### config.mk
export PLATFORM = sky130hd
export DESIGN_NAME = membus_arb
export DESIGN_NICKNAME = d
export VERILOG_FILES = /design/src/rtl/membus_pkg.sv /design/src/rtl/membus_pick.sv /design/src/rtl/membus_arb.sv
export SDC_FILE = /design/constraint.sdc
export NUM_CORES = 1
export LEC_CHECK = 0
export CORE_MARGIN = 2
export CORE_UTILIZATION = 43
export CTS_BUF_LIST = sky130_fd_sc_hd__clkbuf_4 sky130_fd_sc_hd__clkbuf_8
export CTS_CLUSTER_SIZE = 24
export DETAILED_ROUTE_END_ITERATION = 7
export GPL_TIMING_DRIVEN = 1
export PLACE_DENSITY = 0.82
export SYNTH_ARGS = -nofsm -noshare
export SYNTH_HDL_FRONTEND = slang
export SYNTH_HIERARCHICAL = 1
export SYNTH_SLANG_ARGS = --single-unit
export TNS_END_PERCENT = 50
### constraint.sdc
create_clock -name clk -period 2 [get_ports clk]
set_clock_uncertainty 0.1 [all_clocks]
set_input_delay 0.4 -clock clk [delete_from_list [all_inputs] [get_ports clk]]
set_output_delay 0.4 -clock clk [all_outputs]
set_load 0.01 [all_outputs]
### src/rtl/membus_pkg.sv
// Shared types and constants for the two-master memory bus arbiter.
// Used by membus_arb and membus_pick; see membus_arb.sv for MEMBUS_ARB_RR_EN.
package membus_pkg;

  localparam int ADDR_W_DEF = 32;
  localparam int DATA_W_DEF = 32;

  typedef enum logic [1:0] {
    ST_IDLE = 2'd0,
    ST_ADDR = 2'd1,
    ST_DATA = 2'd2
  } state_e;

  localparam logic OWN_DBG = 1'b0;
  localparam logic OWN_CPU = 1'b1;

  function automatic logic other_owner(input logic own);
    return (own == OWN_DBG) ? OWN_CPU : OWN_DBG;
  endfunction

endpackage

### src/rtl/membus_pick.sv
// Combinational winner selection between the debug and CPU masters.
// MEMBUS_ARB_RR_EN selects round-robin on ties; otherwise debug always wins.
module membus_pick
  import membus_pkg::*;
(
  input  logic dbg_eff_i,
  input  logic cpu_eff_i,
`ifdef MEMBUS_ARB_RR_EN
  input  logic last_i,
`endif
  output logic grant_valid_o,
  output logic grant_owner_o
);

  always_comb begin
    grant_valid_o = dbg_eff_i | cpu_eff_i;
    grant_owner_o = OWN_DBG;
`ifdef MEMBUS_ARB_RR_EN
    // On a tie the master that was not served last takes the bus.
    if (dbg_eff_i && cpu_eff_i) begin
      grant_owner_o = other_owner(last_i);
    end else if (cpu_eff_i) begin
      grant_owner_o = OWN_CPU;
    end
`else
    if (!dbg_eff_i && cpu_eff_i) begin
      grant_owner_o = OWN_CPU;
    end
`endif
  end

endmodule

### src/rtl/membus_arb.sv
// Two-master shared memory bus arbiter: registered address phase, then data phase.
// Define MEMBUS_ARB_RR_EN for round-robin tie breaking (adds the 'last' register).
module membus_arb
  import membus_pkg::*;
#(
  parameter int ADDR_W = ADDR_W_DEF,
  parameter int DATA_W = DATA_W_DEF
) (
  input  logic                clk,
  input  logic                reset,

  input  logic                dbg_req,
  input  logic [DATA_W/8-1:0] dbg_wren,
  input  logic [ADDR_W-1:0]   dbg_adr,
  input  logic [DATA_W-1:0]   dbg_wdata,
  output logic                dbg_ack,
  output logic [DATA_W-1:0]   dbg_rdata,

  input  logic                cpu_en,
  input  logic                cpu_req,
  input  logic [DATA_W/8-1:0] cpu_wren,
  input  logic [ADDR_W-1:0]   cpu_adr,
  input  logic [DATA_W-1:0]   cpu_wdata,
  output logic                cpu_ack,
  output logic [DATA_W-1:0]   cpu_rdata,
  output logic                cpu_hlt,

  output logic                mem_op,
  output logic [ADDR_W-1:0]   mem_adr,
  output logic [DATA_W-1:0]   mem_di,
  output logic [DATA_W/8-1:0] mem_wren,
  input  logic [DATA_W-1:0]   mem_do,

  output logic                owner
);

  localparam int BE_W = DATA_W / 8;

  localparam logic [1:0] S_IDLE = ST_IDLE;
  localparam logic [1:0] S_ADDR = ST_ADDR;
  localparam logic [1:0] S_DATA = ST_DATA;

  logic [1:0]        state_q,     state_d;
  logic              owner_q,     owner_d;
  logic [ADDR_W-1:0] adr_q,       adr_d;
  logic [DATA_W-1:0] wdata_q,     wdata_d;
  logic [BE_W-1:0]   wren_q,      wren_d;
  logic [DATA_W-1:0] dbg_rdata_q, dbg_rdata_d;
  logic [DATA_W-1:0] cpu_rdata_q, cpu_rdata_d;
`ifdef MEMBUS_ARB_RR_EN
  logic              last_q,      last_d;
`endif

  logic dbg_eff;
  logic cpu_eff;
  logic grant_valid;
  logic grant_owner;
  logic in_addr;
  logic in_data;
  logic cmd_read;

  assign dbg_eff  = dbg_req;
  assign cpu_eff  = cpu_req & cpu_en;
  assign in_addr  = (state_q == S_ADDR);
  assign in_data  = (state_q == S_DATA);
  assign cmd_read = (wren_q == '0);

  membus_pick u_pick (
    .dbg_eff_i     (dbg_eff),
    .cpu_eff_i     (cpu_eff),
`ifdef MEMBUS_ARB_RR_EN
    .last_i        (last_q),
`endif
    .grant_valid_o (grant_valid),
    .grant_owner_o (grant_owner)
  );

  // The command is frozen at grant; later request changes are ignored until IDLE.
  always_comb begin
    state_d     = state_q;
    owner_d     = owner_q;
    adr_d       = adr_q;
    wdata_d     = wdata_q;
    wren_d      = wren_q;
    dbg_rdata_d = dbg_rdata_q;
    cpu_rdata_d = cpu_rdata_q;
`ifdef MEMBUS_ARB_RR_EN
    last_d      = last_q;
`endif
    case (state_q)
      S_IDLE: begin
        if (grant_valid) begin
          owner_d = grant_owner;
          if (grant_owner == OWN_CPU) begin
            adr_d   = cpu_adr;
            wdata_d = cpu_wdata;
            wren_d  = cpu_wren;
          end else begin
            adr_d   = dbg_adr;
            wdata_d = dbg_wdata;
            wren_d  = dbg_wren;
          end
`ifdef MEMBUS_ARB_RR_EN
          last_d  = grant_owner;
`endif
          state_d = S_ADDR;
        end
      end
      S_ADDR: begin
        state_d = S_DATA;
      end
      S_DATA: begin
        if (cmd_read) begin
          if (owner_q == OWN_CPU) begin
            cpu_rdata_d = mem_do;
          end else begin
            dbg_rdata_d = mem_do;
          end
        end
        state_d = S_IDLE;
      end
      default: begin
        state_d = S_IDLE;
      end
    endcase
  end

  always_ff @(posedge clk) begin
    if (reset) begin
      state_q     <= S_IDLE;
      owner_q     <= OWN_DBG;
      adr_q       <= '0;
      wdata_q     <= '0;
      wren_q      <= '0;
      dbg_rdata_q <= '0;
      cpu_rdata_q <= '0;
`ifdef MEMBUS_ARB_RR_EN
      last_q      <= OWN_CPU;
`endif
    end else begin
      state_q     <= state_d;
      owner_q     <= owner_d;
      adr_q       <= adr_d;
      wdata_q     <= wdata_d;
      wren_q      <= wren_d;
      dbg_rdata_q <= dbg_rdata_d;
      cpu_rdata_q <= cpu_rdata_d;
`ifdef MEMBUS_ARB_RR_EN
      last_q      <= last_d;
`endif
    end
  end

  // Read data is forwarded from the bus during the ack cycle, then held in the register.
  assign dbg_ack   = in_data & (owner_q == OWN_DBG);
  assign cpu_ack   = in_data & (owner_q == OWN_CPU);
  assign dbg_rdata = (dbg_ack && cmd_read) ? mem_do : dbg_rdata_q;
  assign cpu_rdata = (cpu_ack && cmd_read) ? mem_do : cpu_rdata_q;
  assign cpu_hlt   = cpu_req & cpu_en & ~cpu_ack;

  assign mem_op    = in_addr;
  assign mem_adr   = adr_q;
  assign mem_di    = wdata_q;
  assign mem_wren  = in_addr ? wren_q : '0;
  assign owner     = owner_q;

endmodule

==> impl_metrics.json, run 1 <==
{
  "outcome": "finished with violations",
  "violations": "setup timing",
  "die_x_um": 128,
  "antenna_found_initial": 0,
  "grt.total_usage_pct": 24.6,
  "end_kind": "output port",
  "worst_pin_slew_ps": 397,
  "hold_class": "reg -> reg",
  "clock_sinks": 135,
  "crit_chain": "nor4_4 -> buf_4 -> nand2_8 -> buf_12 -> buf_12 -> mux2_4 -> buf_6",
  "final.setup.tns_ps": -29030,
  "max_freq_mhz": 388,
  "clk_latency_ps": 440,
  "finalCritPeriodShare_pct": 129,
  "drt-vias-per-instance": 4.93,
  "p_leak_nw": 4.63,
  "wirelength_mm": 20.2,
  "syn_to_final_growth_pct": 67.4,
  "yosysWarningCount": 6,
  "irDropWorstVdd_v": 0.000379,
  "wl_met1_mm": 8.12,
  "placed_cells": 1129,
  "maxCapViolations": 0,
  "drc": 0,
  "n_antenna_cell": 0,
  "stdcell_area_sq_um": 11000,
  "synthDistinctLibCells": 22,
  "power.density_nw_per_um2": 627,
  "critical_path_required_ps": 1500,
  "finalCriticalPeriod_ps": 2580,
  "dpl_cell_area_sq_um": 10100,
  "dpl.hpwl_mm": 14.5,
  "drt-initial-drc-count": 297,
  "grt_pass1_vias": 5873,
  "grt_max_degree": 101,
  "fin_nets": 1158,
  "finalHoldViolCount": 0,
  "wl_met2_mm": 10.2,
  "io_buffer_count": 309,
  "criticalPathCategory": "reg -> out",
  "firstDrtPassIters": 6,
  "grt_pass1_wl_mm": 31.2,
  "instances_no_fill": 1186,
  "htreeDepth": 4,
  "pin_count": 310,
  "cts_tree": "done",
  "core-area_sq_um": 15100,
  "drive_above_1_share_pct": 25.7,
  "syn_nets": 811,
  "crit_slowest_cell": "dfxtp_2",
  "synth_seq_cells": 135,
  "fill_cells": 1074,
  "synth_area_per_cell_sq_um": 10.3,
  "syn_inst": 638,
  "arrival_ps": 2080,
  "layout_common_cells": "235 x clkdlybuf4s50_1, 133 x mux2i_1, 130 x dfxtp_1, 96 x nand2b_1, 69 x nor2_1",
  "path_max_fanout": 5,
  "initial_core_util_pct": 43.7,
  "die_h_um": 128,
  "ant_nets": 0,
  "grt-ovfl-total": 0,
  "yosysTopAreaCell": "dfxtp_1",
  "wl_met3_mm": 1.25,
  "design.die.area_sq_um": 16300,
  "syn-cell-area_sq_um": 6590,
  "gp_congestion": 0.814,
  "synth.area.top_cells": "dfxtp_1 41%, mux2i_1 20%, nand2b_1 9.1%",
  "clkTransAtPathRegs_ps": 70,
  "setup_viol": 64,
  "fin_ws_ps": -576,
  "crit_path_frequent_cell": "buf_12",
  "synth-seq-area-share_pct": 41.0,
  "rsz0062_at_grt": "yes",
  "cts_buffers": 17,
  "slew_violations": 0,
  "via_count": 5847,
  "routed.top_layer": "met4",
  "rows": 45,
  "wl_per_cell_um": 17.0,
  "cts_root_buf": "clkbuf_8",
  "synth_top_area_share_pct": 41.0,
  "cpPeakStageDelay_ps": 340,
  "cp-start-kind": "flip-flop",
  "max_slew_margin_pct": 73.5,
  "mostFrequentLayoutCell": "clkdlybuf4s50_1",
  "cts_buffer_depth": 2
}
## synth_stat cells
| cell type | n |
|---|---|
| dfxtp_1 | 135 |
| mux2i_1 | 133 |
| nand2b_1 | 96 |
| nor2_1 | 69 |
| a211oi_1 | 68 |
| mux2_2 | 34 |
| mux2_1 | 28 |
| clkbuf_1 | 25 |
| buf_2 | 13 |
| buf_6 | 9 |
| and2_1 | 6 |
| buf_4 | 6 |
| nor2b_1 | 5 |
| buf_1 | 2 |
| mux2_4 | 2 |
| and3b_1 | 1 |
| nand2_2 | 1 |
| nand2_4 | 1 |
| nor3b_1 | 1 |
| nor3b_2 | 1 |
| nor4_4 | 1 |
| or2_1 | 1 |
## repair_timing
item / in CTS / in global routing
gates cloned: 3 / 1
pin swaps: 3 / 3
gates resized for setup: 369 / 31
buffers inserted: 20 / 3
hold buffers: 0 / 0
setup endpoints to repair: 73 / 71
## area by class of cell
class | count | area [sq um] | share of cell area, %
Clock buffer | 21 | 270 | 2.45
Tap cell | 188 | 235 | 2.13
Timing Repair Buffer | 383 | 3940 | 35.7
Sequential cell | 135 | 2710 | 24.6
Multi-Input combinational cell | 448 | 3720 | 33.8
Clock inverter | 11 | 149 | 1.35
## sequential cells by signal, indices dropped and copies added (netlist names)
signal / flops
mem_di: 32
dbg_rdata_q: 32
owner: 1
mem_adr: 32
wren_q: 4
cpu_rdata_q: 32
state_q: 2
## through the flow
step	util [%]	worst slack, ps	hold slack [ps]	total power, mW
floorplan	-	59.9	345	3.61
global placement	67.1	-300	358	4.52
detailed placement	67.1	-365	361	4.54
CTS	72.7	-646	350	6.96
global route	73.1	-693	385	7.21
finish	73.1	-576	370	6.91
## routing by layer
layer | global-route usage [%] | up-vias
met1 | 28.0 | 2666
met2 | 43.4 | 201
met3 | 6.80 | 39
met4 | 10.3 | 0
li1 | - | 2941
met5 | 0 | -
## where the power goes
group          switching, mW  internal, mW  leakage (nW)
combinational          0.637         0.946          3.31
sequential            0.0896          2.86          1.11
clock                   1.07          1.31         0.207
total                   1.80          5.11          4.63
## logic make-up (layout without fill, tap and decap cells)
logic type | Yosys count | in the layout | synth area share [%]
compound gates | 68 | 68 | 7.75
buf+inv | 55 | 415 | 4.75
flops | 135 | 135 | 41.0
mux | 197 | 197 | 31.3
simple gates | 183 | 183 | 15.2
## critical path, delay by kind of cell, from the launching register on
family / cells / cell delay (ps)
flops: 1 / 340
mux: 1 / 290
buf+inv: 4 / 600
simple gates: 2 / 400
## path summary, 6_finish.rpt
kind                                       from               to  slack, ps  depth (start not counted)
worst max-delay path                  wren_q[3]    cpu_rdata[20]       -580                          7
worst min-delay path            dbg_rdata_q[14]  dbg_rdata_q[14]        370                          2
worst max register to register        wren_q[3]  cpu_rdata_q[14]        250                          7
worst min register to register  dbg_rdata_q[14]  dbg_rdata_q[14]        370                          2
Note: power is estimated with default switching activity, not from simulation.
==> run 2: changes to the inputs <==
- SETUP_SLACK_MARGIN: default -> 0.5
- SKIP_CTS_REPAIR_TIMING: default -> 1
==> impl_metrics.json, run 2 (synthesized netlist as in run 1, its figures left out) <==
{
  "clock_sinks": 135,
  "final.setup.tns_ps": -30470,
  "grt_pass1_wl_mm": 29.5,
  "p_sw_share_pct": 29.3,
  "antenna_found_initial": 0,
  "pin_count": 310,
  "totalPowerFinal_mw": 7.25,
  "arrival_ps": 2120,
  "wirelength_mm": 23.1,
  "outcome": "finished with violations",
  "reg2reg_to": "dbg_rdata_q[22]",
  "slew_violations": 0,
  "drt-vias-per-instance": 5.16,
  "p_int_mw": 5.12,
  "r2r-start": "state_q[0]",
  "reg2reg_depth": 7,
  "mostFrequentLayoutCell": "clkdlybuf4s50_1",
  "cts_root_buf": "clkbuf_8",
  "fin_nets": 1178,
  "wl_per_cell_um": 19.2,
  "violations": "setup timing",
  "crit_path_frequent_cell": "buf_4",
  "hold_class": "reg -> reg",
  "grt_max_degree": 86,
  "worst_pin_slew_ps": 393,
  "clk_latency_ps": 450,
  "max_slew_margin_pct": 73.8,
  "io_buffer_count": 309,
  "gp_congestion": 0.817,
  "ff2ff_setup_slack_ps": 120,
  "rows": 45,
  "design.die.area_sq_um": 16300,
  "endpoint": "dbg_rdata[24]",
  "firstDrtPassIters": 4,
  "maxCapViolations": 0,
  "fin_ws_ps": -617,
  "startpoint": "wren_q[3]",
  "switching_power_mw": 2.12,
  "cts_tree": "done",
  "rsz0062_at_grt": "yes",
  "finalHoldViolCount": 0,
  "setup_viol": 69,
  "dpl_worst_slack_ps": -409,
  "grt-ovfl-total": 0,
  "power.density_nw_per_um2": 620,
  "grt_pass1_vias": 5845,
  "utilization_pct": 77.4,
  "htreeDepth": 4,
  "finalCritPeriodShare_pct": 131,
  "finalCriticalPeriod_ps": 2620,
  "die_x_um": 128,
  "cts_buffers": 17,
  "p_seq_share_pct": 41.4,
  "power.share.clock_pct": 30.8,
  "initial_core_util_pct": 43.7,
  "via_count": 6213,
  "crit_chain": "nor4_4 -> buf_4 -> buf_6 -> nand2_8 -> buf_12 -> buf_4 -> mux2_2 -> clkbuf_2",
  "core-area_sq_um": 15100,
  "layout_common_cells": "168 x clkdlybuf4s50_1, 133 x mux2i_1, 120 x dfxtp_1, 96 x nand2b_1, 65 x clkbuf_2",
  "ant_nets": 0,
  "irDropWorstVdd_v": 0.000436,
  "criticalPathCategory": "reg -> out",
  "dpl.hpwl_mm": 14.6,
  "n_antenna_cell": 0,
  "drive_above_1_share_pct": 40.3,
  "p_leak_nw": 5.61,
  "grt.total_usage_pct": 23.0,
  "cp-start-kind": "flip-flop",
  "end_kind": "output port",
  "critical_path_required_ps": 1500,
  "clkTransAtPathRegs_ps": 80,
  "drc": 0,
  "cts_buffer_depth": 2,
  "syn_to_final_growth_pct": 77.3,
  "max_freq_mhz": 382,
  "combPwrFrac_pct": 27.8,
  "crit_slowest_cell": "dfxtp_2",
  "die_h_um": 128,
  "drt-initial-drc-count": 296,
  "path_max_fanout": 8,
  "cpPeakStageDelay_ps": 340
}
[run 2: worst max-delay path, delay by kind of cell, from the launching register on]
kind,cells,cell delay (ps)
simple gates,2,340
buf+inv,5,720
mux,1,250
flops,1,340
[run 2: power by group through the flow]
stage          Combinational, mW  Sequential, mW  Clock (mW)
6_report                    2.02            3.00        2.23
5_1_grt                     2.12            3.01        2.37
4_1_cts                     1.57            2.95        2.23
3_5_place_dp                1.56            3.01           0
3_3_place_gp                1.54            3.00           0
2_1_floorplan              0.547            3.07           0
[run 2: routing by layer]
metal | up-vias | GRT usage [%] | part of all wire, %
met5 | - | 0 | 0
met4 | 0 | 10.1 | 2.9
met3 | 54 | 6.14 | 5.6
met2 | 255 | 40.2 | 51
met1 | 2925 | 26.3 | 40
li1 | 2979 | - | -
[run 2: through the flow]
step | cells | hold WS (ps) | cell area, sq um
4_1_cts | 1170 | 347 | 10600
3_5_place_dp | 1139 | 364 | 10200
2_1_floorplan | 638 | 345 | 6610
5_1_grt | 1205 | 399 | 11700
3_3_place_gp | 1139 | 359 | 10200
6_report | 1205 | 374 | 11700
[run 2: cell type report]
class                   instances  area [sq um]
flip-flops and latches        135          2720
multi-input cells             448          4190
repair buffers                403          4150
clock buffers                  18           248
fillers                       945          3410
clock inverters                13           131
well taps                     188           235
[run 2: how the worst min path moves through the flow]
stage / start / endpoint / slack (ps) / cells after the start
after floorplan: dbg_rdata_q[0] / dbg_rdata_q[0] / 350 / 2
after global placement: cpu_rdata_q[1] / cpu_rdata_q[1] / 360 / 2
after detailed placement: dbg_rdata_q[3] / dbg_rdata_q[3] / 360 / 2
after global routing: dbg_rdata_q[11] / dbg_rdata_q[11] / 400 / 2
after CTS: reset / state_q[1] / 350 / 3
final: cpu_rdata_q[2] / cpu_rdata_q[2] / 370 / 2
